## config.mk

```make
export PLATFORM = sky130hd
export DESIGN_NAME = pipe_skid_reg
export DESIGN_NICKNAME = d
export VERILOG_FILES = /design/src/rtl/pipe_pkg.sv /design/src/rtl/pipe_skid_reg_nmux21.sv /design/src/rtl/pipe_skid_reg.sv
export SDC_FILE = /design/constraint.sdc
export NUM_CORES = 1
export LEC_CHECK = 0
export BUFFER_PORTS_ARGS = -buffer_cell sky130_fd_sc_hd__buf_4
export CORE_ASPECT_RATIO = 1.25
export CORE_MARGIN = 2
export CORE_UTILIZATION = 50
export CTS_CLUSTER_DIAMETER = 30
export DETAILED_ROUTE_END_ITERATION = 16
export PLACE_DENSITY = 0.76
export REMOVE_ABC_BUFFERS = 1
export SYNTH_ARGS = -nofsm -noshare
export SYNTH_HDL_FRONTEND = slang
export SYNTH_HIERARCHICAL = 1
export SYNTH_SLANG_ARGS = --single-unit
export TNS_END_PERCENT = 1
```

## constraint.sdc

```tcl
create_clock -name clk -period 3.1 [get_ports clk]
set_input_delay 0 -clock clk [delete_from_list [all_inputs] [get_ports clk]]
set_output_delay 0 -clock clk [all_outputs]
set_load 0.1 [all_outputs]
```

## src/rtl/pipe_pkg.sv

```systemverilog
// pipe_pkg: shared types and constants for the pipeline register slice.
//   skid_state_t : occupancy-encoded state of the two-entry skid buffer.
//   SKID_DEPTH   : number of entries the buffer can hold.
package pipe_pkg;

  // The encoding doubles as the occupancy count.
  typedef enum logic [1:0] {
    EMPTY = 2'd0,
    ONE   = 2'd1,
    TWO   = 2'd2
  } skid_state_t;

  localparam int SKID_DEPTH = 2;

endpackage

```

## src/rtl/pipe_skid_reg_nmux21.sv

```systemverilog
// nmux21: N-bit 2:1 multiplexer.
//   a : selected when s = 0
//   b : selected when s = 1
//   s : select
//   y : selected value
module nmux21 #(
  parameter int N = 32
) (
  input  logic [N-1:0] a,
  input  logic [N-1:0] b,
  input  logic         s,
  output logic [N-1:0] y
);

  assign y = s ? b : a;

endmodule

```

## src/rtl/pipe_skid_reg.sv

```systemverilog
// pipe_skid_reg: two-entry elastic pipeline register (skid buffer).
//
// Ports:
//   clk, rst_n       : rising-edge clock, asynchronous active-low reset
//   flush            : synchronous discard of all held entries
//   in_valid/in_ready/in_data    : upstream handshake and payload
//   out_valid/out_ready/out_data : downstream handshake and payload
//   occupancy        : number of held entries (0..2); equals the FSM state
//                      encoding, so it also serves as the state debug view
//
// Handshake semantics (both sides): a beat transfers on a rising edge where
// valid and ready are both 1. The producer holds valid and data stable until
// the transfer; ready may change freely. in_ready, out_valid and out_data are
// all decoded from registers, so no combinational path runs from out_ready to
// in_ready.
module pipe_skid_reg
  import pipe_pkg::*;
#(
  parameter int N = 32
) (
  input  logic         clk,
  input  logic         rst_n,
  input  logic         flush,
  input  logic         in_valid,
  output logic         in_ready,
  input  logic [N-1:0] in_data,
  output logic         out_valid,
  input  logic         out_ready,
  output logic [N-1:0] out_data,
  output logic [1:0]   occupancy
);

  skid_state_t  state_q, state_d;
  logic [N-1:0] main_q, skid_q;
  logic [N-1:0] main_nxt;
  logic         main_load, skid_load;
  logic         accept, pop;

  assign in_ready  = (state_q != TWO);
  assign out_valid = (state_q != EMPTY);
  assign occupancy = state_q;
  assign out_data  = main_q;

  assign accept = in_valid & in_ready;
  assign pop    = out_valid & out_ready;

  // In TWO the head is refilled from the skid entry; otherwise from upstream.
  nmux21 #(.N(N)) u_main_mux (
    .a (in_data),
    .b (skid_q),
    .s (state_q == TWO),
    .y (main_nxt)
  );

  always_comb begin
    state_d   = state_q;
    main_load = 1'b0;
    skid_load = 1'b0;
    if (flush) begin
      // Payload registers keep their contents; only the state is cleared, so
      // out_data stays put while out_valid drops.
      state_d = EMPTY;
    end else begin
      unique case (state_q)
        EMPTY: begin
          if (accept) begin
            state_d   = ONE;
            main_load = 1'b1;
          end
        end
        ONE: begin
          if (accept && pop) begin
            main_load = 1'b1;
          end else if (accept) begin
            state_d   = TWO;
            skid_load = 1'b1;
          end else if (pop) begin
            state_d = EMPTY;
          end
        end
        TWO: begin
          if (pop) begin
            state_d   = ONE;
            main_load = 1'b1;
          end
        end
        default: state_d = EMPTY;
      endcase
    end
  end

  always_ff @(posedge clk or negedge rst_n) begin
    if (!rst_n) begin
      state_q <= EMPTY;
      main_q  <= '0;
      skid_q  <= '0;
    end else begin
      state_q <= state_d;
      if (main_load) main_q <= main_nxt;
      if (skid_load) skid_q <= in_data;
    end
  end

endmodule
```

# After elaboration in Yosys (flattened, before gate mapping)
# Cells that the tools add are included.
dict set report word_totals {
  ff_bits 66
  in_bits 37
  wordCells 32
}
dict set report classes {
  eq_ne 7
  n_mux 16
  bitwise_logic 2
  reduce_logical 4
}
# operator n
set ops {}
lappend ops {{32-bit 2-to-1 mux} 1}
lappend ops {{2-bit 2-to-1 mux} 6}
lappend ops {{3-bit != test, second input constant} 3}
lappend ops {{1-bit 2-to-1 mux} 7}
lappend ops {{2-bit case mux with 3 select lines} 1}
lappend ops {{4-bit != test, second input constant} 1}
lappend ops {{4-bit AND reduction} 1}
lappend ops {{1-bit case mux with 3 select lines} 1}
lappend ops {{1-bit AND} 2}
lappend ops {{2-bit by 1-bit == test with 1-bit output, second input constant} 1}
lappend ops {{2-bit == test, second input constant} 1}
lappend ops {{2-bit logical NOT} 1}
lappend ops {{2-bit != test, second input constant} 1}
lappend ops {{2-bit nonzero test} 1}
lappend ops {{1-bit logical AND} 1}

# Longest topological paths before layout
dict set report depth {
  ltp_word 7
  ltp_mapped 5
  ltp_nobuf 3
}

# By module
# The synthesis kept the hierarchy.
# module instances cells_per_inst area_each_um2
set modules_own_cells {}
lappend modules_own_cells {pipe_skid_reg 1 151 2682.6}
lappend modules_own_cells {nmux21 1 36 544.3}

# Worst setup path after synthesis
# OpenSTA, ideal clock, no wires.
dict set report synth_timing {
  path_type {register to register}
  start {register state_q[1] (netlist: occupancy[1])}
  end {register main_q[0] (netlist: out_data[0])}
  arrival_time_ns 2.130
  t_required_ns 2.975
  slack_ns 0.844
  path_stages_with_launch 5
  n_path_buf 1
  synth_period_minus_slack_ns 2.256
  cell_sequence {dfrtp_1 -> mux2_4 -> a32oi_4 -> buf_12 -> mux2_4}
}
dict set report synth_between {
  elab_chain_len 6
  word_cells_on_any_way 14
  classes_between {eq/ne (3); mux (6); bitwise (2); reduce/logical (3)}
}
# element line
set synth_rtl {}
lappend synth_rtl {{start: declaration} pipe_skid_reg.sv:33} ;# skid_state_t state_q, state_d;
lappend synth_rtl {{start signal: assignment} pipe_skid_reg.sv:98} ;# state_q <= state_d;
lappend synth_rtl {{2-bit != test or 2-bit nonzero test (tied branches)} {pipe_skid_reg.sv:39, pipe_skid_reg.sv:40}}
lappend synth_rtl {{1-bit AND (on tied branches)} {pipe_skid_reg.sv:44, pipe_skid_reg.sv:45}}
lappend synth_rtl {{1-bit logical AND} pipe_skid_reg.sv:72} ;# if (accept && pop) begin
lappend synth_rtl {{1-bit 2-to-1 mux} pipe_skid_reg.sv:72}
lappend synth_rtl {{1-bit case mux with 3 select lines} pipe_skid_reg.sv:64} ;# unique case (state_q)
lappend synth_rtl {{1-bit 2-to-1 mux} pipe_skid_reg.sv:59} ;# if (flush) begin
lappend synth_rtl {{end signal: assignment} pipe_skid_reg.sv:99} ;# if (main_load) main_q <= main_nxt;
lappend synth_rtl {{end: declaration} pipe_skid_reg.sv:34} ;# logic [N-1:0] main_q, skid_q;
# Several ways; a longest one is shown, not always the timed one.
# A chain may end at the register's enable or synchronous reset.

# Worst setup path in the final report
dict set report layout_timing {
  start {register state_q[1] (netlist: occupancy[1])}
  end {register main_q[23] (netlist: out_data[23])}
}
dict set report layout_between {
  word_cells_on_any_way 14
  classes_between {eq/ne (3); mux (6); bitwise (2); reduce/logical (3)}
}
# element line
set layout_lines {}
lappend layout_lines {{2-bit == test} pipe_skid_reg.sv:51} ;# .s (state_q == TWO),
lappend layout_lines {{32-bit 2-to-1 mux} pipe_skid_reg_nmux21.sv:15} ;# assign y = s ? b : a;
lappend layout_lines {{via main_nxt[23]} pipe_skid_reg.sv:35} ;# logic [N-1:0] main_nxt;
# The timed path passes the listed nets, and every way through them passes these cells.

==> results.sh <==
export IMPL_cap_violations=0
export IMPL_grt_max_degree=67
export IMPL_setup_viol=0
export IMPL_final_area_mm2=0.00432
export IMPL_groute_usage_overall_pct=17.7
export IMPL_drtPass1Iterations=2
export IMPL_hold_path_endpoint="occupancy[0]"
export IMPL_grt_pass1_wl_mm=9.32
export IMPL_status="finished clean"
export IMPL_clkTransAtPathRegs_ps=60
export IMPL_placed_cell_area_mm2=0.00378
export IMPL_p_per_area_mw_per_mm2=737
export IMPL_syn_inst=187
export IMPL_crit_type="reg -> reg"
export IMPL_post_cts_buffers=0
export IMPL_crit_required_ps=3310
export IMPL_cts_tree="built"
export IMPL_instances_no_fill=387
export IMPL_synth_area_mm2=0.00323
export IMPL_rows=32
export IMPL_min_path_cells=4
export IMPL_area_growth_pct=33.8
export IMPL_fin_crit_sh_pct=64.2
export IMPL_worstPathMaxFanout=20
export IMPL_final_common_cell="buf_4"
export IMPL_die_x_um=75.9
export IMPL_wl_per_cell_um=15.1
export IMPL_tightestPinTransition_ps=797
export IMPL_hp_start="in_valid"
export IMPL_antenna_left=0
export IMPL_drc_errors=0
export IMPL_clockRootBuffer="clkbuf_8"
export IMPL_final_hold_violation_count=0
export IMPL_synth_seq_cells=66
export IMPL_reg2reg_slack_ps=1110
export IMPL_finalWeightedCongestion=0.690
export IMPL_multi_input_area_mm2=0.00143
export IMPL_min_path_type="in -> reg"
export IMPL_rsz0062_at_grt="false"
export IMPL_cts_buffer_depth=2
export IMPL_top_level_ports=73
export IMPL_clock_skew_ps=6.01
export IMPL_die_h_um=93.8
export IMPL_port_buffers=72
export IMPL_fillers=431
export IMPL_num_vias=1860
export IMPL_endpoint_kind="register"
export IMPL_setup_tns_ps=0
export IMPL_htree_num_levels=3
export IMPL_cp_start_kind="register"
export IMPL_drtIter0Drc=91
export IMPL_yosys_warnings=6
export IMPL_numCtsBuffers=9
export IMPL_r2r_start="occupancy[1]"
export IMPL_arrival_ps=2200
export IMPL_die_area_mm2=0.00712
export IMPL_relSlewSlack_pct=46.9
export IMPL_post_cts_resized=0
export IMPL_synth_cell_types=16
export IMPL_core_mm2=0.00621
export IMPL_antenna_found_initial=0
export IMPL_syn_mean_instance_area_um2=17.3
export IMPL_ir_worst_vdd_mv=0.368
export IMPL_clkSinkCount=66
export IMPL_period_needed_ps=1990
export IMPL_clk_latency_ps=330
export IMPL_synth_seq_area_share_pct=51.2
export IMPL_post_dp_hpwl_mm=3.77
export IMPL_drt_total_wl_mm=5.84
export IMPL_drv_slew=0
export IMPL_drive_gt1_share_pct=62.9
export IMPL_final_cell_mix="buf_4 (73), dfrtp_1 (66), mux2_4 (61)"
export IMPL_nets=335
export IMPL_grt_overflow_total=0
export IMPL_leakage_nw=2.09
export IMPL_reg2reg_to="out_data[23]"
export IMPL_antenna_cells=0
export IMPL_dp_cells=337
export IMPL_r2r_cells=4
export IMPL_grt_pass1_vias=1908
export IMPL_viasPerCell=4.81
export IMPL_max_freq_ghz=0.503
export IMPL_start_util_pct=52.0
export IMPL_ff_latch_area_mm2=0.00165
Yosys cell counts (all sizes together):
library cell	n	area (µm²)
nor2b	1	6.26
or2	1	6.26
nor4b	1	8.76
inv	3	11.3
buf	10	146
nand3	1	10.0
nor2	3	11.3
mux2	97	1320
a221oi	1	8.76
o31ai	1	7.51
dfrtp	66	1650
a32oi	1	27.5
and2b	1	10.0
per-stage QoR:
step	setup WS, ps	power [mW]	util [%]	hold slack, ps
final	1110	3.18	69.6	140
after detailed placement	1110	2.49	60.9	147
after floorplan	-2140	2.20	-	-296
after global placement	1140	2.46	60.9	150
after CTS	1110	3.21	69.6	139
after global routing	1030	3.32	69.6	184
metal layers:
layer  GRT usage [%]  part of all wire, %  up-vias
li1                -                    -      885
met1            22.3                   41      929
met2            29.2                   55       37
met3            3.54                  2.7        9
met4            7.02                  1.7        0
met5               0                    0        -
registers in the layout, indices dropped and copies added, names as in the netlist:
register	cells
skid_q	32
occupancy	2
out_data	32
critical path, cell delays in order, from the launching register on:
cell and delay [ps]:
dfrtp_1 440, nor2b_4 560, buf_12 270, mux2_4 320
mux2_4 270
worst max path at each step:
stage,endpoint,cells past startpoint,slack [ps],startpoint
6_report,out_data[23],4,1110,occupancy[1]
4_1_cts,out_data[12],4,1110,occupancy[1]
3_3_place_gp,out_data[11],4,1140,occupancy[1]
2_1_floorplan,occupancy[1],3,-2140,occupancy[1]
3_5_place_dp,out_data[12],4,1110,occupancy[1]
5_1_grt,out_data[12],4,1030,occupancy[1]
area by class of cell:
cell class              instances  area share (%)
multi-input cells             108            33.0
well taps                      85            2.46
repair buffers                110            21.7
flip-flops and latches         66            38.2
clock buffers                  12            3.36
clock inverters                 3           0.927
inverters                       3           0.261
cell families (layout without fill, tap and decap cells):
logic type             after synthesis  in the layout  share of synthesized area, %
multiplexers                        97             97                          40.9
flip-flops                          66             66                          51.2
AND/OR/NAND/NOR                      8              8                          1.63
buffers and inverters               13            128                          4.89
AO/OA/AOI/OAI                        3              3                          1.36
power breakdown:
part           switching, mW  internal (mW)
Clock                  0.293          0.387
Sequential             0.119           1.07
Combinational          0.868          0.443
Total                   1.28           1.90
what timing repair did:
item / CTS / global route
hold buffers: 35 / 0
hold endpoints to repair: 100 / 0
endpoints found under the setup margin: 0 / 0
(Power assumes the default switching activity.)
